### config.mk
export PLATFORM = sky130hd
export DESIGN_NAME = xor_parity_rx
export DESIGN_NICKNAME = d
export VERILOG_FILES = /design/src/rtl/xor_parity_pkg.sv /design/src/rtl/xor_parity_acc.sv /design/src/rtl/xor_parity_rx.sv
export SDC_FILE = /design/constraint.sdc
export NUM_CORES = 1
export LEC_CHECK = 0
export CAP_MARGIN = 0
export CORE_ASPECT_RATIO = 0.7
export CORE_MARGIN = 2
export CORE_UTILIZATION = 55
export DETAILED_ROUTE_END_ITERATION = 6
export PLACE_DENSITY = 0.9
export SYNTH_ARGS = -nofsm -noshare
export SYNTH_HDL_FRONTEND = slang
export SYNTH_SLANG_ARGS = --single-unit
### constraint.sdc
create_clock -name clk -period 4 [get_ports clk]
set_input_delay 0.6 -clock clk [delete_from_list [all_inputs] [get_ports clk]]
set_output_delay 0.6 -clock clk [all_outputs]
set_load 0.01 [all_outputs]
### src/rtl/xor_parity_pkg.sv
`default_nettype none
// ============================================================================
// Module      : xor_parity_pkg
// Description : Shared types and constants for the parity-checked serial
//               receiver: receiver FSM state encoding and the number of
//               non-payload bits carried by every frame.
// Revision    : 1.0 - initial release
// ============================================================================
package xor_parity_pkg;

    // Receiver FSM states.
    typedef enum logic [1:0] {
        IDLE   = 2'd0,
        DATA   = 2'd1,
        PARITY = 2'd2,
        STOP   = 2'd3
    } rx_state_e;

    // Start + parity + stop bits surrounding the payload.
    localparam int unsigned FRAME_OVERHEAD = 3;

endpackage : xor_parity_pkg
`default_nettype wire

### src/rtl/xor_parity_acc.sv
`default_nettype none
// ============================================================================
// Module      : xor_parity_acc
// Description : 1-bit running XOR accumulator with synchronous clear to a
//               configurable seed value.
// Ports       : clk   - system clock
//               rst_n - asynchronous active-low reset (q -> 0)
//               clr   - load CLEAR_VAL (has priority over en)
//               en    - fold d into the accumulator
//               d     - data bit
//               q     - accumulated parity
// Revision    : 1.0 - initial release
// ============================================================================
module xor_parity_acc #(
    parameter logic CLEAR_VAL = 1'b0
) (
    input  logic clk,
    input  logic rst_n,
    input  logic clr,
    input  logic en,
    input  logic d,
    output logic q
);

    always_ff @(posedge clk or negedge rst_n) begin
        if (!rst_n) begin
            q <= 1'b0;
        end else if (clr) begin
            q <= CLEAR_VAL;
        end else if (en) begin
            q <= q ^ d;
        end
    end

endmodule : xor_parity_acc
`default_nettype wire

### src/rtl/xor_parity_rx.sv
`default_nettype none
// ============================================================================
// Module      : xor_parity_rx
// Description : Strobed serial frame receiver. Frame = start(0), DATA_W data
//               bits LSB first, parity bit, stop(1). Reports the payload with
//               parity and framing error flags on a one-cycle VALID pulse.
// Ports       : clk      - system clock, rising edge
//               rst_n    - asynchronous active-low reset
//               bit_en   - bit strobe; ser_in sampled only when high
//               ser_in   - serial line, idles high
//               data_out - last received payload (held until next valid)
//               valid    - one-cycle frame-complete pulse
//               par_err  - parity mismatch, qualified by valid
//               frm_err  - stop bit was 0, qualified by valid
//               busy     - receiver is inside a frame
// Revision    : 1.0 - initial release
// ============================================================================
module xor_parity_rx
    import xor_parity_pkg::*;
#(
    parameter int unsigned DATA_W     = 8,
    parameter int unsigned PARITY_ODD = 0
) (
    input  logic              clk,
    input  logic              rst_n,
    input  logic              bit_en,
    input  logic              ser_in,
    output logic [DATA_W-1:0] data_out,
    output logic              valid,
    output logic              par_err,
    output logic              frm_err,
    output logic              busy
);

    localparam int unsigned CNT_W = $clog2(DATA_W + 1);
    localparam logic [CNT_W-1:0] c_last_bit = CNT_W'(DATA_W - 1);
    localparam logic c_acc_seed = (PARITY_ODD != 0);

    rx_state_e          r_state;
    rx_state_e          w_state_next;
    logic [CNT_W-1:0]   r_bit_cnt;
    logic [CNT_W-1:0]   w_bit_cnt_next;
    logic [DATA_W-1:0]  r_shift;
    logic               r_par_pend;

    logic               w_acc_clr;
    logic               w_acc_en;
    logic               w_acc_q;
    logic               w_shift_en;
    logic               w_par_capture;
    logic               w_deliver;

    // ------------------------------------------------------------------------
    // Running parity accumulator
    // ------------------------------------------------------------------------
    xor_parity_acc #(
        .CLEAR_VAL (c_acc_seed)
    ) u_acc (
        .clk   (clk),
        .rst_n (rst_n),
        .clr   (w_acc_clr),
        .en    (w_acc_en),
        .d     (ser_in),
        .q     (w_acc_q)
    );

    // ------------------------------------------------------------------------
    // FSM state register
    // ------------------------------------------------------------------------
    always_ff @(posedge clk or negedge rst_n) begin
        if (!rst_n) begin
            r_state   <= IDLE;
            r_bit_cnt <= '0;
        end else begin
            r_state   <= w_state_next;
            r_bit_cnt <= w_bit_cnt_next;
        end
    end

    // ------------------------------------------------------------------------
    // FSM next-state and control decode
    // ------------------------------------------------------------------------
    always_comb begin
        w_state_next   = r_state;
        w_bit_cnt_next = r_bit_cnt;
        w_acc_clr      = 1'b0;
        w_acc_en       = 1'b0;
        w_shift_en     = 1'b0;
        w_par_capture  = 1'b0;
        w_deliver      = 1'b0;

        if (bit_en) begin
            case (r_state)
                IDLE: begin
                    if (!ser_in) begin
                        w_state_next   = DATA;
                        w_bit_cnt_next = '0;
                        w_acc_clr      = 1'b1;
                    end
                end
                DATA: begin
                    w_shift_en     = 1'b1;
                    w_acc_en       = 1'b1;
                    w_bit_cnt_next = r_bit_cnt + CNT_W'(1);
                    if (r_bit_cnt == c_last_bit) begin
                        w_state_next = PARITY;
                    end
                end
                PARITY: begin
                    w_par_capture = 1'b1;
                    w_state_next  = STOP;
                end
                STOP: begin
                    // Always return to IDLE, even on a 0 stop bit: a broken
                    // stop bit is never reinterpreted as the next start bit.
                    w_deliver    = 1'b1;
                    w_state_next = IDLE;
                end
                default: begin
                    w_state_next = IDLE;
                end
            endcase
        end
    end

    // ------------------------------------------------------------------------
    // Payload shift register and parity result holding
    // ------------------------------------------------------------------------
    always_ff @(posedge clk or negedge rst_n) begin
        if (!rst_n) begin
            r_shift    <= '0;
            r_par_pend <= 1'b0;
        end else begin
            // LSB arrives first, so shifting right lands it in bit 0.
            if (w_shift_en) begin
                r_shift <= {ser_in, r_shift[DATA_W-1:1]};
            end
            // Parity verdict is held until the stop bit completes the frame.
            if (w_par_capture) begin
                r_par_pend <= w_acc_q ^ ser_in;
            end
        end
    end

    // ------------------------------------------------------------------------
    // Output registers
    // ------------------------------------------------------------------------
    always_ff @(posedge clk or negedge rst_n) begin
        if (!rst_n) begin
            data_out <= '0;
            valid    <= 1'b0;
            par_err  <= 1'b0;
            frm_err  <= 1'b0;
        end else begin
            valid <= w_deliver;
            if (w_deliver) begin
                data_out <= r_shift;
                par_err  <= r_par_pend;
                frm_err  <= ~ser_in;
            end
        end
    end

    assign busy = (r_state != IDLE);

endmodule : xor_parity_rx
`default_nettype wire

# Word level (Yosys, flattened, before mapping)
# Cells that the tools add are included.
totals:
  reg_bits: 27
  latch_bits: 0
  ramBits: 0
  romBits: 0
  in_bits: 4
  out_inout_bits: 12
  elab_cells: 40
  memories: 0
classes:
  add_sub_neg: 1
  mul: 0
  div: 0
  magnitude_cmp: 0
  eq_ne: 6
  shifts: 0
  mux: 16
  n_bitwise: 2
  n_reduce_logical: 6
ops:
  columns: ["op", "n"]
  rows:
  - ["$mux W1", 11]
  - ["$pmux W2 S4", 1]
  - ["$pmux W4 S2", 1]
  - ["$reduce_and A3 Y1", 2]
  - ["$reduce_bool A2 Y1", 3]
  - ["$add A4 B1 Y4 const B", 1]
  - ["$eq A2 B2 Y1 const B", 2]
  - ["$eq A4 B3 Y1 const B", 1]
  - ["$mux W2", 2]
  - ["$mux W4", 1]
  - ["$ne A2 B2 Y1 const B", 2]
  - ["$eq A2 B1 Y1 const B", 1]
  - ["$logic_not A2 Y1", 1]
  - ["$not A1 Y1", 1]
  - ["$xor A1 B1 Y1", 1]

# Logic depth before layout (Yosys ltp)
# Gate-level depths: netlist of the first run.
logic_depth:
  depth_word: 5
  mapped_depth: 7
  mapped_depth_nobuf: 5

# Cells and area by module
# From an unflattened synthesis of the first run, not the netlist that was laid out.
unflattened:
  cells_unflattened: 99
  area_unflattened_um2: 1318.8
modules_own_cells:
  columns: ["module", "n_inst", "cells_each", "area_each_um2", "seq_area_each_um2"]
  rows:
  - ["xor_parity_rx", 1, 95, 1267.5, 650.6]
  - ["xor_parity_acc", 1, 4, 51.3, 25.0]

# Worst setup path before layout of the first run
# Ideal clock, no wire load.
synth_timing:
  kind: "input-to-reg"
  start: "in ser_in"
  end: "reg r_state[1]"
  t_arrival_ns: 1.405
  slack_ns: 2.467
  path_stages: 4
  cell_sequence: "buf_4 a21bo_2 a21oi_2 mux2_1"
synth_between:
  elab_chain_len: 2
synth_rtl:
  columns: ["element", "line_no", "text"]
  rows:
  - ["from (decl)", "xor_parity_rx.sv:27", "input logic ser_in,"]
  - ["$ne A2 B2 Y1 (no source line)", null, null]
  - ["$reduce_and A3 Y1 (no source line)", null, null]
  - ["to (signal assigned)", "xor_parity_rx.sv:75", "r_state <= w_state_next;"]
  - ["to (decl)", "xor_parity_rx.sv:39", "rx_state_e r_state;"]
# No other way between the ends.
# A chain may end at the register's enable or synchronous reset.

# Worst setup path in the final report of the first run
layout_timing:
  start: "reg r_state[0]"
  end: "out busy"
layout_between:
  elab_chain_len: 1
layout_rtl:
  columns: ["element", "line_no", "text"]
  rows:
  - ["$reduce_bool A2 Y1", "xor_parity_rx.sv:164", "assign busy = (r_state != IDLE);"]
  - ["to (decl)", "xor_parity_rx.sv:32", "output logic busy"]
# No other way between the ends.

==> results of run 1 <==
-- state kept, by name, indices dropped and copies added (netlist names) --
name        cells
r_bit_cnt       4
r_par_pend      1
data_out        8
valid           1
r_state         2
frm_err         1
r_shift         8
par_err         1
u_acc.q         1
-- cells in the final DEF, fill, tap and decap left out --
master / netlist / final
a21bo_2: 1 / 1
a21oi_1: 3 / 3
a21oi_2: 1 / 1
a221o_2: 1 / 1
a22o_1: 2 / 2
a2bb2oi_1: 1 / 1
a31oi_1: 1 / 1
a32o_1: 1 / 1
and2_4: 1 / 1
clkbuf_1: 0 / 1
clkbuf_4: 0 / 3
clkdlybuf4s50_1: 0 / 15
dfrtp_1: 27 / 27
ha_1: 5 / 5
inv_1: 6 / 6
mux2_1: 1 / 1
mux2_2: 10 / 10
mux2_4: 7 / 7
mux2i_1: 3 / 3
nand2_1: 4 / 4
nand2_4: 2 / 2
nand2b_1: 1 / 1
nand3_1: 1 / 1
nand3b_1: 2 / 2
nand4b_1: 1 / 1
nand4bb_1: 1 / 1
nor2_1: 1 / 1
nor3b_1: 2 / 2
o21ai_0: 5 / 5
o221ai_1: 1 / 1
o22ai_1: 1 / 1
xnor2_1: 1 / 1
-- kinds of logic after synthesis --
family / share of synthesized area
flops: 0.5118
mux: 0.1962
compound gates: 0.09669
simple gates: 0.08435
buf+inv: 0.05687
fa+ha+maj: 0.04739
xor+xnor: 0.006636
-- worst min path at each step --
stage,start,endpoint,cells after the start
floorplan,rst_n,data_out[0],0
global placement,frm_err,frm_err,2
detailed placement,frm_err,frm_err,2
CTS,frm_err,frm_err,2
global route,frm_err,frm_err,2
finish,frm_err,frm_err,2
-- Yosys cell counts (all sizes together) (2+ instances only) --
| cell type | n | area [um^2] |
|---|---|---|
| nor3b | 2 | 15.01 |
| dfrtp | 27 | 675.7 |
| mux2 | 18 | 229.0 |
| nand3b | 2 | 15.01 |
| a21oi | 4 | 23.77 |
| a22o | 2 | 17.52 |
| ha | 5 | 62.56 |
| mux2i | 3 | 30.03 |
| buf | 5 | 52.55 |
| nand2 | 6 | 37.53 |
| inv | 6 | 22.52 |
| o21ai | 5 | 25.02 |
-- area by class of cell --
class	instances	area (um^2)	share of cell area
clock buffer	4	26.28	0.01771
inverter	6	22.52	0.01518
multi-input combinational	61	569.3	0.3836
tap	32	40.04	0.02698
sequential	27	675.6	0.4553
timing repair buffer	15	150.1	0.1012
-- critical path, stage by stage, from the launching register on --
cell             delay [ns]
dfrtp_1                0.45
inv_1                  0.09
ha_1                   0.31
inv_1                  0.15
clkdlybuf4s50_1        0.55
-- power breakdown --
group          internal [uW]  switching (uW)  leakage (uW)
sequential               404             101      0.000329
clock                   39.0            77.5     0.0000150
combinational            326             230      0.000344
-- per-layer routing --
layer / part of all wire / vias up
li1: - / 385
met1: 0.50 / 380
met2: 0.46 / 16
met3: 0.034 / 2
met4: 0.0052 / 0
met5: 0 / -
-- through the flow --
| step | instance area, um^2 | hold WS (ns) | utilization | std cells | power [uW] |
|---|---|---|---|---|---|
| finish | 1484 | 0.4967 | 0.6723 | 145 | 1178 |
| global route | 1484 | 0.5230 | 0.6723 | 145 | 1257 |
| CTS | 1484 | 0.5042 | 0.6723 | 145 | 1182 |
| detailed placement | 1458 | 0.4717 | 0.6604 | 141 | 1066 |
| global placement | 1458 | 0.4619 | 0.6604 | 141 | 1037 |
| floorplan | 1320 | 0.3044 | - | 99 | 887.7 |
==> summary.txt, run 1 <==
Critical path
  • Reg2reg end: r_state[1]
  • Crit. End Element: output pin
  • Setup crit end: busy
  • FF-to-FF path depth: 5
  • Critical Path RT: 3.40 ns
  • CP Class: reg2out
  • FF-to-FF setup slack: approximately 2.3 ns
  • Startpoint types: flop
  • Crit path from: r_state[0]
  • Reg-to-Reg Start: r_state[0]
  • Crit Path Max Fanout: 8
  • CP arrival: between 1.5 and 2 ns

Clock tree
  • CTS tree: built
  • PostCTS Resize Cnt: 0
  • Htree depth: 1
  • Clock Path Buffers: 2
  • Clock Latency Late Sink: around 0.32 ns
  • Root buf cell: clkbuf_4
  • CTS Buf Count: 3
  • Clock-pin slew on the worst setup and hold paths: ~0.15 ns
  • CTS hold repair buffers: 0
  • Postcts setup bufs: 0
  • Clk sinks: 27

Synthesis
  • Post-Syn Instances: around 100
  • Post-synthesis sequential area ratio: 0.5118
  • Syn. warnings: 0
  • Synthesized flop and latch total: 27
  • Synth Cell Area: 1320 um^2
  • Main synth FF type: dfrtp_1
  • EDFF count, synth: 0
  • Async SR Flop Fraction: 1.000
  • Synth cell types: 31
  • Mean Syn Cell Area: 13.33 um^2
  • Synth Net Count: approximately 110

Final layout
  • Nets: 123
  • FILL cells: 173
  • Fraction of layout cells with a size suffix above 1: 0.2301
  • Syn-to-layout area delta: 12.42%
  • N_diodes: 0

Placed design
  • Worst slack, placed: roughly 1.7 ns
  • Port buffer count: 15
  • Post-DP HPWL: ~1500 um
  • Routability cong.: around 0.88

Global routing
  • GRT busiest layer: met2
  • GRT met2 Usage: 0.2903
  • Largest net degree at the start of global routing: 28
  • Vias in the first global route: 779
  • First-pass GRT wire length: ~3600 um
  • Global route overflow: 0
  • GRT Overall Usage: 0.1657
  • GRT met3 Usage: 0.04239
  • Antenna violations before repair: 0
  • Grt met1 use: 0.2139

Floorplan
  • CORE AREA: approximately 2200 um^2
  • I/O pin total: 16
  • Die area: 2814 um^2
  • FP Rows: 14
  • Die extent in x: about 63 um
  • Starting density of the core: 0.5981
  • Die Y: between 40 and 50 um

Timing
  • Fmax: between 400 and 500 MHz
  • Worst-Margin Slew: 1.155 ns
  • Skew final: 0.008886 ns
  • RSZ-0062 raised after global routing: false
  • Slew Limit Fails: 0
  • Final min period: 2.453 ns
  • Final WS setup: about 1.5 ns
  • Final period util: 0.6133
  • Relative slew margins: 0.2275
  • Setup TNS: 0 ns
  • Final setup fails: 0
  • Hold Fails Final Rpt: 0

Detailed routing
  • Drt drc: 0
  • Pre-antenna DRT Iters: 5
  • Vias: a little under 800
  • DRT Wirelength: between 2000 and 2500 um
  • Final ANT Viol Nets: 0
  • Vias per cell: 5.400
  • Wirelength per Cell: about 14 um
  • Iter 0 DRT Violations: 20

Pwr
  • Power Dens Cells: 793.6 nW/um^2
  • Leakage: slightly below 0.0007 uW
  • Max VDD drop: approximately 0.51 mV

Run status
  • Status: complete, no violations

Min path
  • Hold crit path type: reg2reg

Job
  • Max-Cap Viols: 0
Power figures use the tool's default switching activity.
==> inputs of run 2 (changes only) <==
- CORE_UTILIZATION: 55 -> 49
- PLACE_DENSITY: 0.9 -> 0.85
- clock period: 4 -> 2.16 ns (I/O delays scaled with it)
==> summary.txt, run 2 (synthesized netlist as in run 1, its figures left out) <==
Floorplan
  • CORE AREA: about 2500 um^2
  • I/O pin total: 16
  • Die Y: roughly 47 um
  • Die extent in x: ~66 um
  • FP Rows: 15
  • Starting density of the core: 0.5249
  • Die area: roughly 3100 um^2

Detailed routing
  • Final ANT Viol Nets: 0
  • Iter 0 DRT Violations: 52
  • Pre-antenna DRT Iters: 4
  • Drt drc: 0
  • Vias: 825
  • Wirelength per Cell: approximately 15 um
  • DRT Wirelength: 2294 um
  • Vias per cell: around 5.5

Timing
  • Final period util: 0.9200
  • Final setup fails: 0
  • Final WS setup: ~0.17 ns
  • Relative slew margins: 0.7049
  • Worst-Margin Slew: around 0.44 ns
  • Final min period: around 2 ns
  • Setup TNS: 0 ns
  • Hold Fails Final Rpt: 0
  • Worst hold slack: between 0.4 and 0.5 ns
  • RSZ-0062 raised after global routing: false
  • Slew Limit Fails: 0
  • Skew final: about 0.0041 ns
  • Fmax: approximately 500 MHz

Critical path
  • CP bufs+invs: 3
  • Slowest cell on crit path: clkdlybuf4s50_1
  • CP Class: reg2out
  • CP most frequent cell: inv_1
  • Max incr delay on CP: roughly 0.54 ns
  • Crit-path cells: inv_1 > ha_2 > inv_1 > clkdlybuf4s50_1
  • Crit Path Max Fanout: 8
  • Reg-to-Reg Start: r_state[1]
  • Critical Path RT: about 1.8 ns
  • Startpoint types: flop
  • CP arrival: between 1.5 and 2 ns
  • FF-to-FF setup slack: 0.48 ns
  • Reg2reg end: r_shift[3]
  • FF-to-FF path depth: 4
  • Crit path max-delay family: buffers and inverters
  • Crit. End Element: output pin

Final layout
  • Most common cell after layout, fill and taps aside: dfrtp_1
  • Syn-to-layout area delta: 16.21%
  • Biggest regs: data_out (8), r_shift (8), r_bit_cnt (4)
  • FILL cells: approximately 190
  • Nets: about 130
  • Design area: 1534 um^2
  • N_diodes: 0
  • Fraction of layout cells with a size suffix above 1: 0.2672
  • Most frequent cells in the layout: 27 x dfrtp_1, 15 x clkdlybuf4s50_1, 10 x mux2_2

Placed design
  • Port buffer count: 15
  • Routability cong.: about 0.86
  • Worst slack, placed: approximately 0.35 ns
  • Post-DP HPWL: about 1700 um
  • Dpl cell area: ~1500 um^2

Global routing
  • Largest net degree at the start of global routing: 28
  • First-pass GRT wire length: between 3000 and 4000 um
  • Antenna violations before repair: 0
  • Global route overflow: 0
  • Vias in the first global route: between 800 and 900
  • GRT Overall Usage: 0.1685

Clock tree
  • Postcts setup bufs: 0
  • CTS tree: built
  • Htree depth: 1
  • Clock-pin slew on the worst setup and hold paths: 0.10 ns
  • Clock Path Buffers: 2
  • Clock Latency Late Sink: around 0.27 ns
  • Clk sinks: 27
  • Root buf cell: clkbuf_8
  • PostCTS Resize Cnt: 0
  • CTS hold repair buffers: 0
  • CTS Buf Count: 3

Pwr
  • Leakage: roughly 0.00071 uW
  • Power Dens Cells: 1487 nW/um^2
  • Max VDD drop: ~0.6 mV

Job
  • Max-Cap Viols: 0

Min path
  • Hold crit path type: in2async

Run status
  • Status: complete, no violations
run 2: worst max-delay path by stage:
| stage | from | endpoint | slack (ns) | depth (start not counted) |
|---|---|---|---|---|
| finish | r_state[0] | busy | 0.17 | 4 |
| global route | r_state[0] | busy | 0.07 | 4 |
| CTS | r_state[0] | busy | 0.09 | 4 |
| detailed placement | bit_en | r_state[1] | 0.35 | 4 |
| global placement | bit_en | r_state[1] | 0.40 | 4 |
| floorplan | r_state[0] | r_state[1] | 0.69 | 5 |
run 2: area by class of cell:
type / count / area, um^2 / area share
clock buffers: 3 / 41.29 / 0.02692
clock inverters: 1 / 7.507 / 0.004894
inverters: 6 / 22.52 / 0.01468
multi-input cells: 61 / 571.8 / 0.3728
flip-flops and latches: 27 / 675.6 / 0.4405
well taps: 34 / 42.54 / 0.02773
repair buffers: 18 / 172.7 / 0.1126
run 2: power breakdown:
part           internal [uW]  total (uW)  switching (uW)
Sequential               750         944             193
Clock                    131         295             164
Combinational            611        1040             431
Total                   1490        2280             788
run 2: metal layers:
layer | vias up | global-route usage | routed length, um
met5 | - | 0 | 0
li1 | 384 | - | -
met2 | 21 | 0.2768 | 1069
met3 | 4 | 0.03529 | 73
met4 | 0 | 0.06122 | 38
met1 | 416 | 0.2295 | 1113
run 2: metrics by stage:
stage          total power (uW)    util  cells
5_1_grt                    2438  0.6100    150
2_1_floorplan              1644       -     99
3_5_place_dp               1995  0.5896    146
6_report                   2281  0.6100    150
3_3_place_gp               1934  0.5896    146
4_1_cts                    2287  0.6090    150
